[src/rtl/potato_timer_ctrl.sv]
// potato_timer_ctrl: countdown sequencer for the potato-game display.
// Owns the four BCD time digits, the edit cursor and the highlight code,
// and runs the SET / RUN / PAUSE / DONE flow driven by debounced button pulses.
// Time is kept packed as {minute2, minute1, second2, second1}, one nibble each.
module potato_timer_ctrl #(
  parameter int TICKS_PER_SEC = 100_000_000
) (
  input  logic       clk,
  input  logic       rst,
  input  logic       btn_left,
  input  logic       btn_right,
  input  logic       btn_up,
  input  logic       btn_down,
  input  logic       btn_start,
  output logic [4:0] select,
  output logic [4:0] second1,
  output logic [4:0] second2,
  output logic [4:0] minute1,
  output logic [4:0] minute2,
  output logic       running,
  output logic       expired
);

  localparam int PW = $clog2(TICKS_PER_SEC);
  localparam logic [PW-1:0] TICK_LAST  = PW'(TICKS_PER_SEC - 1);
  localparam logic [PW-1:0] BLINK_LAST = PW'((TICKS_PER_SEC / 2) - 1);
  localparam logic [15:0]   TIME_RESET = 16'h0100;

  typedef enum logic [1:0] {
    ST_SET   = 2'd0,
    ST_RUN   = 2'd1,
    ST_PAUSE = 2'd2,
    ST_DONE  = 2'd3
  } state_t;

  // Registered state
  state_t        state_r;
  logic [2:0]    cursor_r;
  logic [15:0]   time_r;
  logic [15:0]   preset_r;
  logic [PW-1:0] prescaler_r;
  logic [PW-1:0] blink_cnt_r;
  logic          blink_phase_r;

  // Next-state values
  state_t        state_s;
  logic [2:0]    cursor_s;
  logic [15:0]   time_s;
  logic [15:0]   preset_s;
  logic [PW-1:0] prescaler_s;
  logic [PW-1:0] blink_cnt_s;
  logic          blink_phase_s;
  logic [4:0]    select_s;
  logic          running_s;
  logic          expired_s;

  // Arbitrated button actions and derived conditions
  logic          act_start_s;
  logic          act_left_s;
  logic          act_right_s;
  logic          act_up_s;
  logic          act_down_s;
  logic          time_zero_s;
  logic          tick_last_s;
  logic [15:0]   time_dec_s;
  logic          dec_zero_s;

  // Increment a digit modulo (max+1); out-of-range inputs fold back to zero.
  function automatic logic [3:0] digit_inc(input logic [3:0] d, input logic [3:0] max);
    logic [3:0] r;
    if (d >= max) begin
      r = 4'd0;
    end else begin
      r = d + 4'd1;
    end
    return r;
  endfunction

  // Decrement a digit modulo (max+1); zero (or out-of-range) wraps to max.
  function automatic logic [3:0] digit_dec(input logic [3:0] d, input logic [3:0] max);
    logic [3:0] r;
    if ((d == 4'd0) || (d > max)) begin
      r = max;
    end else begin
      r = d - 4'd1;
    end
    return r;
  endfunction

  // Subtract one second from a packed mm:ss BCD value with the full borrow chain.
  function automatic logic [15:0] time_dec(input logic [15:0] t);
    logic [3:0] s1;
    logic [3:0] s2;
    logic [3:0] m1;
    logic [3:0] m2;
    s1 = t[3:0];
    s2 = t[7:4];
    m1 = t[11:8];
    m2 = t[15:12];
    if (s1 != 4'd0) begin
      s1 = s1 - 4'd1;
    end else begin
      s1 = 4'd9;
      if (s2 != 4'd0) begin
        s2 = s2 - 4'd1;
      end else begin
        s2 = 4'd5;
        if (m1 != 4'd0) begin
          m1 = m1 - 4'd1;
        end else begin
          m1 = 4'd9;
          m2 = digit_dec(m2, 4'd9);
        end
      end
    end
    return {m2, m1, s2, s1};
  endfunction

  // Only one button acts per cycle: start > left > right > up > down.
  assign act_start_s = btn_start;
  assign act_left_s  = btn_left  & ~btn_start;
  assign act_right_s = btn_right & ~btn_start & ~btn_left;
  assign act_up_s    = btn_up    & ~btn_start & ~btn_left & ~btn_right;
  assign act_down_s  = btn_down  & ~btn_start & ~btn_left & ~btn_right & ~btn_up;

  assign time_zero_s = (time_r == 16'd0);
  assign tick_last_s = (prescaler_r == TICK_LAST);
  assign time_dec_s  = time_dec(time_r);
  assign dec_zero_s  = (time_dec_s == 16'd0);

  // Digit outputs come straight from the time register; upper bits are zero.
  assign second1 = {1'b0, time_r[3:0]};
  assign second2 = {1'b0, time_r[7:4]};
  assign minute1 = {1'b0, time_r[11:8]};
  assign minute2 = {1'b0, time_r[15:12]};

  // State register plus datapath and registered outputs.
  always_ff @(posedge clk) begin
    if (rst) begin
      state_r       <= ST_SET;
      cursor_r      <= 3'd0;
      time_r        <= TIME_RESET;
      preset_r      <= TIME_RESET;
      prescaler_r   <= '0;
      blink_cnt_r   <= '0;
      blink_phase_r <= 1'b0;
      select        <= 5'd0;
      running       <= 1'b0;
      expired       <= 1'b0;
    end else begin
      state_r       <= state_s;
      cursor_r      <= cursor_s;
      time_r        <= time_s;
      preset_r      <= preset_s;
      prescaler_r   <= prescaler_s;
      blink_cnt_r   <= blink_cnt_s;
      blink_phase_r <= blink_phase_s;
      select        <= select_s;
      running       <= running_s;
      expired       <= expired_s;
    end
  end

  // Next-state selection for the SET / RUN / PAUSE / DONE flow.
  always_comb begin
    state_s = state_r;
    case (state_r)
      ST_SET: begin
        if (act_start_s && !time_zero_s) begin
          state_s = ST_RUN;
        end else begin
          state_s = ST_SET;
        end
      end
      ST_RUN: begin
        if (act_start_s) begin
          state_s = ST_PAUSE;
        end else if (tick_last_s && dec_zero_s) begin
          state_s = ST_DONE;
        end else begin
          state_s = ST_RUN;
        end
      end
      ST_PAUSE: begin
        if (act_start_s) begin
          state_s = ST_RUN;
        end else if (act_left_s || act_right_s) begin
          state_s = ST_SET;
        end else begin
          state_s = ST_PAUSE;
        end
      end
      ST_DONE: begin
        if (act_start_s) begin
          state_s = ST_SET;
        end else begin
          state_s = ST_DONE;
        end
      end
      default: state_s = ST_SET;
    endcase
  end

  // Datapath updates: editing, presets, prescaler, countdown and blink timing.
  always_comb begin
    cursor_s      = cursor_r;
    time_s        = time_r;
    preset_s      = preset_r;
    prescaler_s   = prescaler_r;
    blink_cnt_s   = '0;
    blink_phase_s = 1'b0;
    case (state_r)
      ST_SET: begin
        if (act_start_s) begin
          if (!time_zero_s) begin
            preset_s    = time_r;
            prescaler_s = '0;
          end else begin
            preset_s    = preset_r;
          end
        end else if (act_left_s) begin
          cursor_s = (cursor_r == 3'd0) ? 3'd4 : (cursor_r - 3'd1);
        end else if (act_right_s) begin
          cursor_s = (cursor_r >= 3'd4) ? 3'd0 : (cursor_r + 3'd1);
        end else if (act_up_s) begin
          case (cursor_r)
            3'd0:    time_s[3:0]   = digit_inc(time_r[3:0],   4'd9);
            3'd1:    time_s[7:4]   = digit_inc(time_r[7:4],   4'd5);
            3'd2:    time_s[11:8]  = digit_inc(time_r[11:8],  4'd9);
            3'd3:    time_s[15:12] = digit_inc(time_r[15:12], 4'd9);
            default: time_s        = time_r;
          endcase
        end else if (act_down_s) begin
          case (cursor_r)
            3'd0:    time_s[3:0]   = digit_dec(time_r[3:0],   4'd9);
            3'd1:    time_s[7:4]   = digit_dec(time_r[7:4],   4'd5);
            3'd2:    time_s[11:8]  = digit_dec(time_r[11:8],  4'd9);
            3'd3:    time_s[15:12] = digit_dec(time_r[15:12], 4'd9);
            default: time_s        = time_r;
          endcase
        end else begin
          time_s = time_r;
        end
      end
      ST_RUN: begin
        if (act_start_s) begin
          // Pausing on a terminal tick swallows that second's decrement.
          if (tick_last_s) begin
            prescaler_s = '0;
          end else begin
            prescaler_s = prescaler_r;
          end
        end else if (tick_last_s) begin
          prescaler_s = '0;
          time_s      = time_dec_s;
        end else begin
          prescaler_s = prescaler_r + PW'(1);
        end
      end
      ST_PAUSE: begin
        prescaler_s = prescaler_r;
      end
      ST_DONE: begin
        if (act_start_s) begin
          time_s = preset_r;
        end else if (blink_cnt_r >= BLINK_LAST) begin
          blink_cnt_s   = '0;
          blink_phase_s = ~blink_phase_r;
        end else begin
          blink_cnt_s   = blink_cnt_r + PW'(1);
          blink_phase_s = blink_phase_r;
        end
      end
      default: begin
        cursor_s = 3'd0;
        time_s   = TIME_RESET;
      end
    endcase
  end

  // Output decode from the next state so outputs land on the transition edge.
  always_comb begin
    select_s  = 5'd5;
    running_s = 1'b0;
    expired_s = 1'b0;
    case (state_s)
      ST_SET:   select_s = {2'b00, cursor_s};
      ST_RUN: begin
        select_s  = 5'd4;
        running_s = 1'b1;
      end
      ST_PAUSE: select_s = 5'd5;
      ST_DONE: begin
        select_s  = blink_phase_s ? 5'd5 : 5'd4;
        expired_s = 1'b1;
      end
      default:  select_s = 5'd5;
    endcase
  end

endmodule
[config.mk]
export PLATFORM = sky130hd
export DESIGN_NAME = potato_timer_ctrl
export DESIGN_NICKNAME = d
export VERILOG_FILES = /design/src/rtl/potato_timer_ctrl.sv
export SDC_FILE = /design/constraint.sdc
export NUM_CORES = 1
export LEC_CHECK = 0
export CAP_MARGIN = 5
export CORE_ASPECT_RATIO = 0.8
export CORE_UTILIZATION = 30
export DETAILED_ROUTE_END_ITERATION = 8
export HOLD_SLACK_MARGIN = 0.1
export PLACE_DENSITY = 0.42
export SLEW_MARGIN = 20
export SYNTH_ARGS = -nofsm -noshare
export SYNTH_HDL_FRONTEND = slang
export SYNTH_SLANG_ARGS = --single-unit
export TNS_END_PERCENT = 30
[constraint.sdc]
create_clock -name clk -period 3.8 [get_ports clk]
set_input_delay 1.14 -clock clk [delete_from_list [all_inputs] [get_ports clk]]
set_output_delay 1.14 -clock clk [all_outputs]
set_load 0.03 [all_outputs]
==> results of run 1 <==
worst max-delay path: stages (launching register included):
cell,delay [ps]
sky130_fd_sc_hd__dfxtp_1,470
sky130_fd_sc_hd__inv_1,200
sky130_fd_sc_hd__ha_1,410
sky130_fd_sc_hd__nor3b_2,440
sky130_fd_sc_hd__nand3_1,230
sky130_fd_sc_hd__o311a_1,430
sky130_fd_sc_hd__a21oi_2,510
sky130_fd_sc_hd__or4_4,270
sky130_fd_sc_hd__or3_1,110
sky130_fd_sc_hd__a21oi_1,60
placed cells by master, fill, tap and decap left out, drive strengths merged, types with 7 or more instances in the layout:
cell type,count
dfxtp,97
xor2,12
nor4b,7
nor3b,8
mux2i,23
nor2,112
nand2,59
clkbuf,10
a21oi,41
inv,28
nand2b,9
buf,17
conb,7
clkdlybuf4s50,26
xnor2,37
nand4,15
nor2b,8
and2,7
a31oi,11
nor3,24
ha,22
a211oi,8
nor4,17
o21ai,33
nand3,25
o211ai,9
area by class of cell:
| type | count | area, sq um | share of cell area, % |
|---|---|---|---|
| Sequential cell | 97 | 1940 | 29.4 |
| Clock buffer | 10 | 229 | 3.47 |
| Clock inverter | 5 | 38.8 | 0.587 |
| Tap cell | 258 | 323 | 4.89 |
| Timing Repair Buffer | 43 | 385 | 5.83 |
| Inverter | 26 | 97.6 | 1.48 |
| Multi-Input combinational cell | 571 | 3590 | 54.4 |
cells by family after synthesis:
family | share of synthesized area (%)
and+or+nand+nor | 28.1
buffers and inverters | 5.92
adders and majority gates | 4.70
xor gates and xnor gates | 7.33
AOI/OAI and AO/OA | 16.5
muxes | 4.13
other | 0.0641
DFF | 33.2
how the worst max path moves through the flow:
| stage | to | from | slack, ps | depth (start not counted) |
|---|---|---|---|---|
| 2_1_floorplan | prescaler_r[21]$_SDFFE_PP0P_ | time_r[8]$_SDFFE_PP1P_ | 780 | 12 |
| 3_3_place_gp | time_r[15]$_SDFFE_PP0P_ | btn_start | 310 | 8 |
| 3_5_place_dp | prescaler_r[23]$_SDFFE_PP0P_ | btn_start | 290 | 8 |
| 4_1_cts | prescaler_r[23]$_SDFFE_PP0P_ | time_r[8]$_SDFFE_PP1P_ | 560 | 9 |
| 5_1_grt | prescaler_r[23]$_SDFFE_PP0P_ | time_r[8]$_SDFFE_PP1P_ | 300 | 9 |
| 6_report | prescaler_r[23]$_SDFFE_PP0P_ | time_r[8]$_SDFFE_PP1P_ | 550 | 9 |
flip-flops by register name, summed over array words and instances (netlist names):
| name | cells |
|---|---|
| blink_phase_r | 1 |
| expired | 1 |
| time_r | 16 |
| prescaler_r | 27 |
| running | 1 |
| preset_r | 16 |
| blink_cnt_r | 27 |
| state_r | 2 |
| select | 3 |
| cursor_r | 3 |
where the power goes:
| group | internal, W | switching [W] | total [W] |
|---|---|---|---|
| registers | 0.00103 | 0.0000196 | 0.00105 |
| clock network | 0.000446 | 0.000425 | 0.000871 |
| logic | 0.000111 | 0.000191 | 0.000302 |
synth_stat cells, types with 17 or more instances:
master / count / area share (%)
sky130_fd_sc_hd__a21oi_1: 40 / 3.4
sky130_fd_sc_hd__clkbuf_1: 33 / 2.1
sky130_fd_sc_hd__dfxtp_1: 97 / 33
sky130_fd_sc_hd__ha_1: 22 / 4.7
sky130_fd_sc_hd__inv_1: 26 / 1.7
sky130_fd_sc_hd__mux2i_1: 23 / 3.9
sky130_fd_sc_hd__nand2_1: 59 / 3.8
sky130_fd_sc_hd__nand3_1: 25 / 2.1
sky130_fd_sc_hd__nor2_1: 112 / 7.2
sky130_fd_sc_hd__nor3_1: 22 / 1.9
sky130_fd_sc_hd__nor4_1: 17 / 1.8
sky130_fd_sc_hd__o21ai_0: 31 / 2.7
sky130_fd_sc_hd__xnor2_1: 37 / 5.5
metal layers:
metal | vias up | GRT usage [%] | wire length [um]
li1 | 2611 | - | -
met1 | 2431 | 24.7 | 8320
met2 | 84 | 24.5 | 6640
met3 | 10 | 2.94 | 512
met4 | 0 | 4.02 | 155
met5 | - | 0 | 0
stage by stage:
| step | power (W) | hold slack, ps | cell area, sq um | utilization (%) | setup slack, ps |
|---|---|---|---|---|---|
| after detailed placement | 0.00138 | 463 | 6340 | 33.3 | 287 |
| after global placement | 0.00138 | 452 | 6340 | 33.3 | 315 |
| after global routing | 0.00234 | 501 | 6610 | 34.7 | 301 |
| final | 0.00222 | 472 | 6610 | 34.7 | 550 |
| after floorplan | 0.00129 | 430 | 5870 | - | 781 |
| after CTS | 0.00226 | 480 | 6610 | 34.7 | 564 |
==> results.yml, run 1 <==
power_and_ir_drop:
  p_per_area_mw_per_mm2: 336
  vdd_ir_drop_max_v: 0.000204
  cellLeakagePower_nw: 2.20
placed_design:
  globalplace.congestion: 0.800
  dp.final_hpwl_um: 11000
  placedCellCount: 995
  io_buffer_count: 27
clocking:
  post_cts.resized_instances: 0
  clkSlewWorstSetupHoldPaths_ps: 70
  cts.hold.buffers_added: 0
  cts.root.buffer_cell: "sky130_fd_sc_hd__clkbuf_16"
  total_clock_buffers_created_by_cts: 9
  tritoncts_num_sinks: 97
  clk-insertion-delay-late_ps: 360
  cts.htree.levels: 3
  clockBufferDepth: 2
  post-cts-setup-buffers: 0
  tritoncts: "built"
drt:
  finalWirelength_um: 15600
  ant_nets: 0
  route.vias.total: 5136
  remaining_drc_errors: 0
  avgRoutedWirePerCell_um: 15.5
  drtPass1Iterations: 5
  first_iter_violations: 393
  detail_route.vias_per_cell: 5.09
timing:
  timing_max_transition_violations_final: 0
  slew_headroom_pct: 39.3
  min_period_ps: 3250
  final-setup-viol-count: 0
  hold_fails_final_rpt: 0
  period_share_pct: 85.5
  fin_skew_ps: 9.70
  tightest_slew_ps: 911
  setup_tns_ps: 0
  grt_setup_unrepaired: "false"
  clock.fmax_ghz: 0.308
worst_setup_path:
  worst_r2r_startpoint: "time_r[8]$_SDFFE_PP1P_"
  reg2reg_setup_slack_ps: 550
  path_class: "flip-flop to flip-flop"
  timing.critical_path.fanout_max: 13
  regToRegEndpoint: "prescaler_r[23]$_SDFFE_PP0P_"
  critPathLaunchType: "flip-flop"
  r2r_cells: 9
  cp_data_arrival_time_ps: 3480
  cp_required_ps: 4030
  end_kind: "flip-flop"
final_layout:
  insertedDiodeCount: 0
  fillers: 2066
  post_layout_nonfiller_instances: 1010
  final_layout_size_suffix_gt1_share_pct: 7.45
  nNetsFinal: 777
  layout-area-overhead-vs-synth_pct: 12.9
floorplan:
  core_region_area_sq_mm: 0.0190
  dieWidth_um: 158
  io_pins: 34
  floorplan.initialDensity_pct: 30.7
  die-height_um: 127
  design.die.area_sq_mm: 0.0201
  row_count: 45
grt:
  first_global_vias: 4900
  antenna_found_initial: 0
  grt_start_max_net_pins: 38
  first_pass_grt_wire_length_um: 26300
  grt_util_overall_pct: 16.6
  globalRouteOverflowTotal: 0
worst_hold_path:
  holdPathStages: 1
  worstHoldPathType: "flip-flop to flip-flop"
  min-delay-start: "blink_cnt_r[0]$_SDFF_PP0_"
  worst_hold_path.endpoint: "blink_cnt_r[0]$_SDFF_PP0_"
run:
  timing.max_cap.violations: 0
logic_synthesis:
  synth_cells: 741
  synth_area_sq_mm: 0.00585
  syn_area_per_cell_sq_um: 7.90
  count_of_flip_flops_with_a_built_in_enable_after_synthesis: 0
  synth_seq_area_share_pct: 33.2
  synth-main-ff-cell: "sky130_fd_sc_hd__dfxtp_1"
  synth.ff_latch_count: 97
  synth-warning-count: 0
  count_of_unique_library_cells_instantiated_by_yosys: 75
  synth_async_sr_flop_share_pct: 0
outcome:
  outcome: "finished clean"
(Power assumes the default switching activity.)
==> run 2, diff against run 1 <==
--- a/config.mk
+++ b/config.mk
@@ -7,10 +7,11 @@
 export LEC_CHECK = 0
 export CAP_MARGIN = 5
 export CORE_ASPECT_RATIO = 0.8
-export CORE_UTILIZATION = 30
+export CORE_UTILIZATION = 35
 export DETAILED_ROUTE_END_ITERATION = 8
+export GPL_ROUTABILITY_DRIVEN = 1
 export HOLD_SLACK_MARGIN = 0.1
-export PLACE_DENSITY = 0.42
+export PLACE_DENSITY = 0.48
 export SLEW_MARGIN = 20
 export SYNTH_ARGS = -nofsm -noshare
 export SYNTH_HDL_FRONTEND = slang
==> run 2 against run 1 <==
Worst setup slack better by 120 ps; critical path type unchanged; clock skew up 0.63 ps; critical path depth is the same; clock power rose by 21%; clock-buffer cell count is the same; largest cell class unchanged; largest power group unchanged.
==> results.yml, run 2 (synthesis gave the netlist of run 1 again) <==
drt:
  detail_route.vias_per_cell: 5.39
  remaining_drc_errors: 0
  ant_nets: 0
  route.vias.total: 5214
  drtPass1Iterations: 5
  finalWirelength_um: 15200
  avgRoutedWirePerCell_um: 15.7
  first_iter_violations: 409
timing:
  setup_tns_ps: 0
  postLayoutSetupSlackWorst_ps: 674
  hold_fails_final_rpt: 0
  clock.fmax_ghz: 0.320
  fin_skew_ps: 10.3
  final-setup-viol-count: 0
  tightest_slew_ps: 855
  period_share_pct: 82.3
  min_period_ps: 3130
  timing_max_transition_violations_final: 0
  grt_setup_unrepaired: "false"
  slew_headroom_pct: 43.0
worst_setup_path:
  critPathLaunchType: "flip-flop"
  timing.critical_path.fanout_max: 25
  end_kind: "flip-flop"
  cp_required_ps: 4080
  cp_data_arrival_time_ps: 3410
  path_class: "flip-flop to flip-flop"
floorplan:
  floorplan.initialDensity_pct: 36.4
  io_pins: 34
  dieWidth_um: 147
  design.die.area_sq_mm: 0.0172
  die-height_um: 118
  core_region_area_sq_mm: 0.0161
  row_count: 41
final_layout:
  multiInputGateArea_sq_mm: 0.00359
  most_common_cell_after_layout_fill_and_taps_aside: "sky130_fd_sc_hd__nor2_1"
  layout-area-overhead-vs-synth_pct: 13.1
  finalInstanceArea_sq_mm: 0.00662
  nNetsFinal: 776
  final_layout_size_suffix_gt1_share_pct: 7.45
  post_layout_nonfiller_instances: 967
  sequential_cell_area_sq_mm: 0.00194
  reg_top3: "blink_cnt_r: 27 flops, prescaler_r: 27 flops"
  final_cell_mix: "112 x sky130_fd_sc_hd__nor2_1, 97 x sky130_fd_sc_hd__dfxtp_1, 59 x sky130_fd_sc_hd__nand2_1"
  fillers: 1617
  insertedDiodeCount: 0
power_and_ir_drop:
  p_sw_share_pct: 27.2
  flop_pwr_share_pct: 43.8
  power_switching_w: 0.000655
  p_per_area_mw_per_mm2: 363
  combinationalPowerShare_pct: 12.5
  intPower_w: 0.00175
  vdd_ir_drop_max_v: 0.000196
  cellLeakagePower_nw: 2.23
  clkPwrFrac_pct: 43.7
clocking:
  clkSlewWorstSetupHoldPaths_ps: 70
  tritoncts: "built"
  cts.htree.levels: 3
  tritoncts_num_sinks: 97
  cts.root.buffer_cell: "sky130_fd_sc_hd__clkbuf_16"
  clockBufferDepth: 2
  post-cts-setup-buffers: 0
  cts.hold.buffers_added: 0
  post_cts.resized_instances: 0
  clk-insertion-delay-late_ps: 360
  total_clock_buffers_created_by_cts: 9
grt:
  grt_start_max_net_pins: 45
  first_pass_grt_wire_length_um: 24700
  first_global_vias: 4698
  globalRouteOverflowTotal: 0
  grt_util_overall_pct: 17.8
  antenna_found_initial: 0
run:
  timing.max_cap.violations: 0
placed_design:
  io_buffer_count: 27
  placedCellCount: 951
  postPlaceCellArea_sq_mm: 0.00628
  worst_case_setup_slack_after_placement_ps: 322
  globalplace.congestion: 0.869
  dp.final_hpwl_um: 10500
worst_hold_path:
  worstHoldPathType: "flip-flop to flip-flop"
outcome:
  outcome: "finished clean"
==> run 2: cell types whose count changed in the layout (fill, tap and decap cells not counted) <==
cell                              change
sky130_fd_sc_hd__inv_8                +1
sky130_fd_sc_hd__buf_4                -1
sky130_fd_sc_hd__clkinv_2             -1
sky130_fd_sc_hd__buf_2                -1
sky130_fd_sc_hd__bufinv_16            +2
sky130_fd_sc_hd__clkbuf_1             -1
sky130_fd_sc_hd__clkinv_4             -1
sky130_fd_sc_hd__clkdlybuf4s50_1      +1
sky130_fd_sc_hd__clkbuf_8             +1
==> run 2: through the flow <==
stage          hold WS, ps  utilization [%]  power (W)
6_report               483             41.2    0.00240
5_1_grt                523             41.2    0.00250
4_1_cts                486             41.2    0.00244
3_5_place_dp           468             39.1    0.00138
3_3_place_gp           451             39.1    0.00137
2_1_floorplan          430                -    0.00129
==> run 2: power by group through the flow <==
| stage | combinational [W] | sequential [W] | clock, W |
|---|---|---|---|
| finish | 0.000301 | 0.00105 | 0.00105 |
| global route | 0.000331 | 0.00106 | 0.00111 |
| CTS | 0.000301 | 0.00105 | 0.00108 |
| detailed placement | 0.000300 | 0.00108 | 0 |
| global placement | 0.000298 | 0.00108 | 0 |
| floorplan | 0.000214 | 0.00108 | 0 |
==> run 2: layout make-up <==
class	count	area share, %
multi-input cells	571	54.3
repair buffers	42	5.78
flip-flops and latches	97	29.3
clock inverters	6	1.46
inverters	26	1.47
clock buffers	10	3.61
well taps	215	4.06
==> run 2: final timing paths <==
kind	startpoint	endpoint	slack (ps)	cells past startpoint
worst max-delay path	time_r[8]$_SDFFE_PP1P_	prescaler_r[21]$_SDFFE_PP0P_	670	9
worst min-delay path	blink_cnt_r[0]$_SDFF_PP0_	blink_cnt_r[0]$_SDFF_PP0_	480	1
worst max register to register	time_r[8]$_SDFFE_PP1P_	prescaler_r[21]$_SDFFE_PP0P_	670	9
worst min register to register	blink_cnt_r[0]$_SDFF_PP0_	blink_cnt_r[0]$_SDFF_PP0_	480	1
==> run 2: worst max-delay path, stage by stage, from the launching register on <==
cell and delay (ps):
sky130_fd_sc_hd__dfxtp_1 450, sky130_fd_sc_hd__inv_1 190, sky130_fd_sc_hd__ha_1 400, sky130_fd_sc_hd__nor3b_2 430
sky130_fd_sc_hd__nand3_1 240, sky130_fd_sc_hd__o311a_1 440, sky130_fd_sc_hd__buf_4 260, sky130_fd_sc_hd__a211o_1 260
sky130_fd_sc_hd__buf_4 220, sky130_fd_sc_hd__a21oi_1 140
==> run 2: routing by layer <==
layer	global-route usage (%)	share of wire, %	vias to the layer above
met1	26.4	53	2463
li1	-	-	2623
met4	5.60	1.4	0
met3	3.64	3.8	15
met5	0	0	-
met2	25.4	42	113
==> run 3, diff against run 2 <==
--- a/config.mk
+++ b/config.mk
@@ -11,7 +11,7 @@
 export DETAILED_ROUTE_END_ITERATION = 8
 export GPL_ROUTABILITY_DRIVEN = 1
 export HOLD_SLACK_MARGIN = 0.1
-export PLACE_DENSITY = 0.48
+export PLACE_DENSITY = 0.49
 export SLEW_MARGIN = 20
 export SYNTH_ARGS = -nofsm -noshare
 export SYNTH_HDL_FRONTEND = slang
==> constraint.sdc (replaced) <==
create_clock -name clk -period 2.65 [get_ports clk]
set_input_delay 0.795 -clock clk [delete_from_list [all_inputs] [get_ports clk]]
set_output_delay 0.795 -clock clk [all_outputs]
set_load 0.03 [all_outputs]
==> run 3 against run 2 <==
Hold slack worse by 23 ps; global-route usage is 1.1 points higher; clock skew hardly changed; worst setup slack worse by 550 ps; die area stayed put; critical path type is now flip-flop to primary output; wire length is 4.5% higher; combinational power is 72% higher; sequential power is 42% higher; utilization is 2.9 points higher.
==> results.yml, run 3 (synthesis gave the netlist of run 1 again) <==
grt:
  globalRouteOverflowTotal: 0
  first_pass_grt_wire_length_um: 26100
  grt_start_max_net_pins: 35
  grt.busiest_layer: "met2"
  groute.layer.met2.usage_pct: 28.1
  grt_util_overall_pct: 18.9
  global_route.usage.met1_pct: 27.5
  groute.layer.met3.usage_pct: 3.53
  first_global_vias: 5004
  antenna_found_initial: 0
final_layout:
  insertedDiodeCount: 0
  layout-area-overhead-vs-synth_pct: 21.1
  final_layout_size_suffix_gt1_share_pct: 15.0
  finalInstanceArea_sq_mm: 0.00709
  nNetsFinal: 825
  final_cell_mix: "112 x sky130_fd_sc_hd__nor2_1, 90 x sky130_fd_sc_hd__dfxtp_1, 60 x sky130_fd_sc_hd__buf_4"
  reg_top3: "blink_cnt_r: 27 flops, prescaler_r: 27 flops"
  post_layout_nonfiller_instances: 1016
  most_common_cell_after_layout_fill_and_taps_aside: "sky130_fd_sc_hd__nor2_1"
timing:
  min_period_ps: 2530
  grt_setup_unrepaired: "false"
  timing_max_transition_violations_final: 0
  hold_fails_final_rpt: 0
  final-setup-viol-count: 0
  postLayoutSetupSlackWorst_ps: 124
  clock.fmax_ghz: 0.396
  slew_headroom_pct: 62.8
  fin_skew_ps: 10.1
  period_share_pct: 95.3
  tightest_slew_ps: 552
worst_setup_path:
  end_kind: "primary output"
  path_class: "flip-flop to primary output"
  r2r_cells: 10
  worst_r2r_startpoint: "time_r[1]$_SDFFE_PP0P_"
  cp_required_ps: 1860
  cp_data_arrival_time_ps: 1730
  reg2reg_setup_slack_ps: 130
  critPathLaunchType: "flip-flop"
  timing.critical_path.fanout_max: 9
  max_stage_delay_ps: 680
  critical_path_depth: 2
  regToRegEndpoint: "select[0]$_SDFF_PP0_"
  worst_path_max_delay_cell: "sky130_fd_sc_hd__clkdlybuf4s50_1"
  critical_path.startpoint: "time_r[6]$_SDFFE_PP0P_"
  cp_num_buf_inv: 2
  cp_top_family: "buffers and inverters"
  worstPathCellList: "buf_4 -> clkdlybuf4s50_1"
placed_design:
  placedCellCount: 999
  worst_case_setup_slack_after_placement_ps: -453
  postPlaceCellArea_sq_mm: 0.00670
  dp.final_hpwl_um: 11400
  globalplace.congestion: 0.867
  io_buffer_count: 27
drt:
  remaining_drc_errors: 0
  first_iter_violations: 406
  route.vias.total: 5386
  finalWirelength_um: 15800
  ant_nets: 0
  avgRoutedWirePerCell_um: 15.6
  drtPass1Iterations: 6
  detail_route.vias_per_cell: 5.30
worst_hold_path:
  min-delay-start: "blink_cnt_r[0]$_SDFF_PP0_"
  holdPathStages: 1
  worst_hold_path.endpoint: "blink_cnt_r[0]$_SDFF_PP0_"
  worstHoldPathType: "flip-flop to flip-flop"
clocking:
  clkSlewWorstSetupHoldPaths_ps: 70
  clockBufferDepth: 2
  cts.hold.buffers_added: 0
  clk-insertion-delay-late_ps: 360
  cts.htree.levels: 3
  tritoncts_num_sinks: 97
  tritoncts: "built"
  total_clock_buffers_created_by_cts: 9
  cts.root.buffer_cell: "sky130_fd_sc_hd__clkbuf_16"
power_and_ir_drop:
  cellLeakagePower_nw: 2.50
  vdd_ir_drop_max_v: 0.000327
  p_per_area_mw_per_mm2: 483
run:
  timing.max_cap.violations: 0
floorplan:
  core_region_area_sq_mm: 0.0161
  design.die.area_sq_mm: 0.0172
  row_count: 41
  floorplan.initialDensity_pct: 36.4
  dieWidth_um: 147
  die-height_um: 118
  io_pins: 34
outcome:
  outcome: "finished clean"
[run 3: changes by cell type in the layout (fill, tap and decap cells not counted), sizes merged]
cell	before	now
clkinv	0	1
clkdlybuf4s50	27	26
dlymetal6s2s	0	1
clkbuf	10	12
bufinv	2	1
inv	29	28
buf	15	64
clkinvlp	1	0
[run 3: worst reg2reg max path, cell delays in order (launching register included)]
cell                        delay (ps)
sky130_fd_sc_hd__dfxtp_2           320
sky130_fd_sc_hd__inv_1              80
sky130_fd_sc_hd__ha_1              220
sky130_fd_sc_hd__nor3b_2           300
sky130_fd_sc_hd__buf_4             190
sky130_fd_sc_hd__nand2_1           130
sky130_fd_sc_hd__o2bb2ai_1         280
sky130_fd_sc_hd__nand4_1           190
sky130_fd_sc_hd__o32ai_2           340
sky130_fd_sc_hd__a21boi_0          240
sky130_fd_sc_hd__o22a_1            180
[run 3: final cells by class]
| cell class | count | area, sq um |
|---|---|---|
| timing repair buffer | 91 | 803 |
| multi-input combinational | 571 | 3650 |
| fill | 1580 | 8970 |
| sequential | 97 | 1950 |
| tap | 215 | 269 |
| inverter | 26 | 97.6 |
| clock buffer | 12 | 256 |
| clock inverter | 4 | 58.8 |
[run 3: worst max-delay path by stage]
stage                                        end  slack [ps]
finish                                second2[2]         120
global route        prescaler_r[12]$_SDFFE_PP0P_          30
CTS                 prescaler_r[23]$_SDFFE_PP0P_           6
detailed placement        time_r[6]$_SDFFE_PP0P_        -450
global placement          time_r[6]$_SDFFE_PP0P_        -420
floorplan           prescaler_r[21]$_SDFFE_PP0P_           5
[run 3: power by group]
part | leakage (nW) | total [W] | switching [W] | internal [W]
sequential | 0.786 | 0.00149 | 0.0000160 | 0.00148
combinational | 1.56 | 0.000519 | 0.000305 | 0.000214
clock | 0.155 | 0.00141 | 0.000613 | 0.000797
total | 2.50 | 0.00342 | 0.000934 | 0.00249
[run 3: through the flow]
stage / util (%) / hold slack (ps) / total power (W) / TNS [ps]
finish: 44.1 / 459 / 0.00342 / 0
global route: 44.1 / 492 / 0.00357 / 0
CTS: 43.8 / 465 / 0.00345 / 0
detailed placement: 41.8 / 448 / 0.00203 / -8890
global placement: 41.8 / 445 / 0.00203 / -7750
floorplan: - / 430 / 0.00185 / 0
[run 3: repair_timing]
action | 4_1_cts | 5_1_grt
pin swaps | 0 | 1
hold endpoints to repair | 0 | 0
setup buffers | 0 | 1
endpoints found under the setup margin | 11 | 35
gates resized for setup | 3 | 10
[run 3: per-layer routing]
metal	routed length [um]	share of wire [%]
met4	166	1.0
met3	652	4.1
met5	0	0
met1	8110	51
met2	6910	44
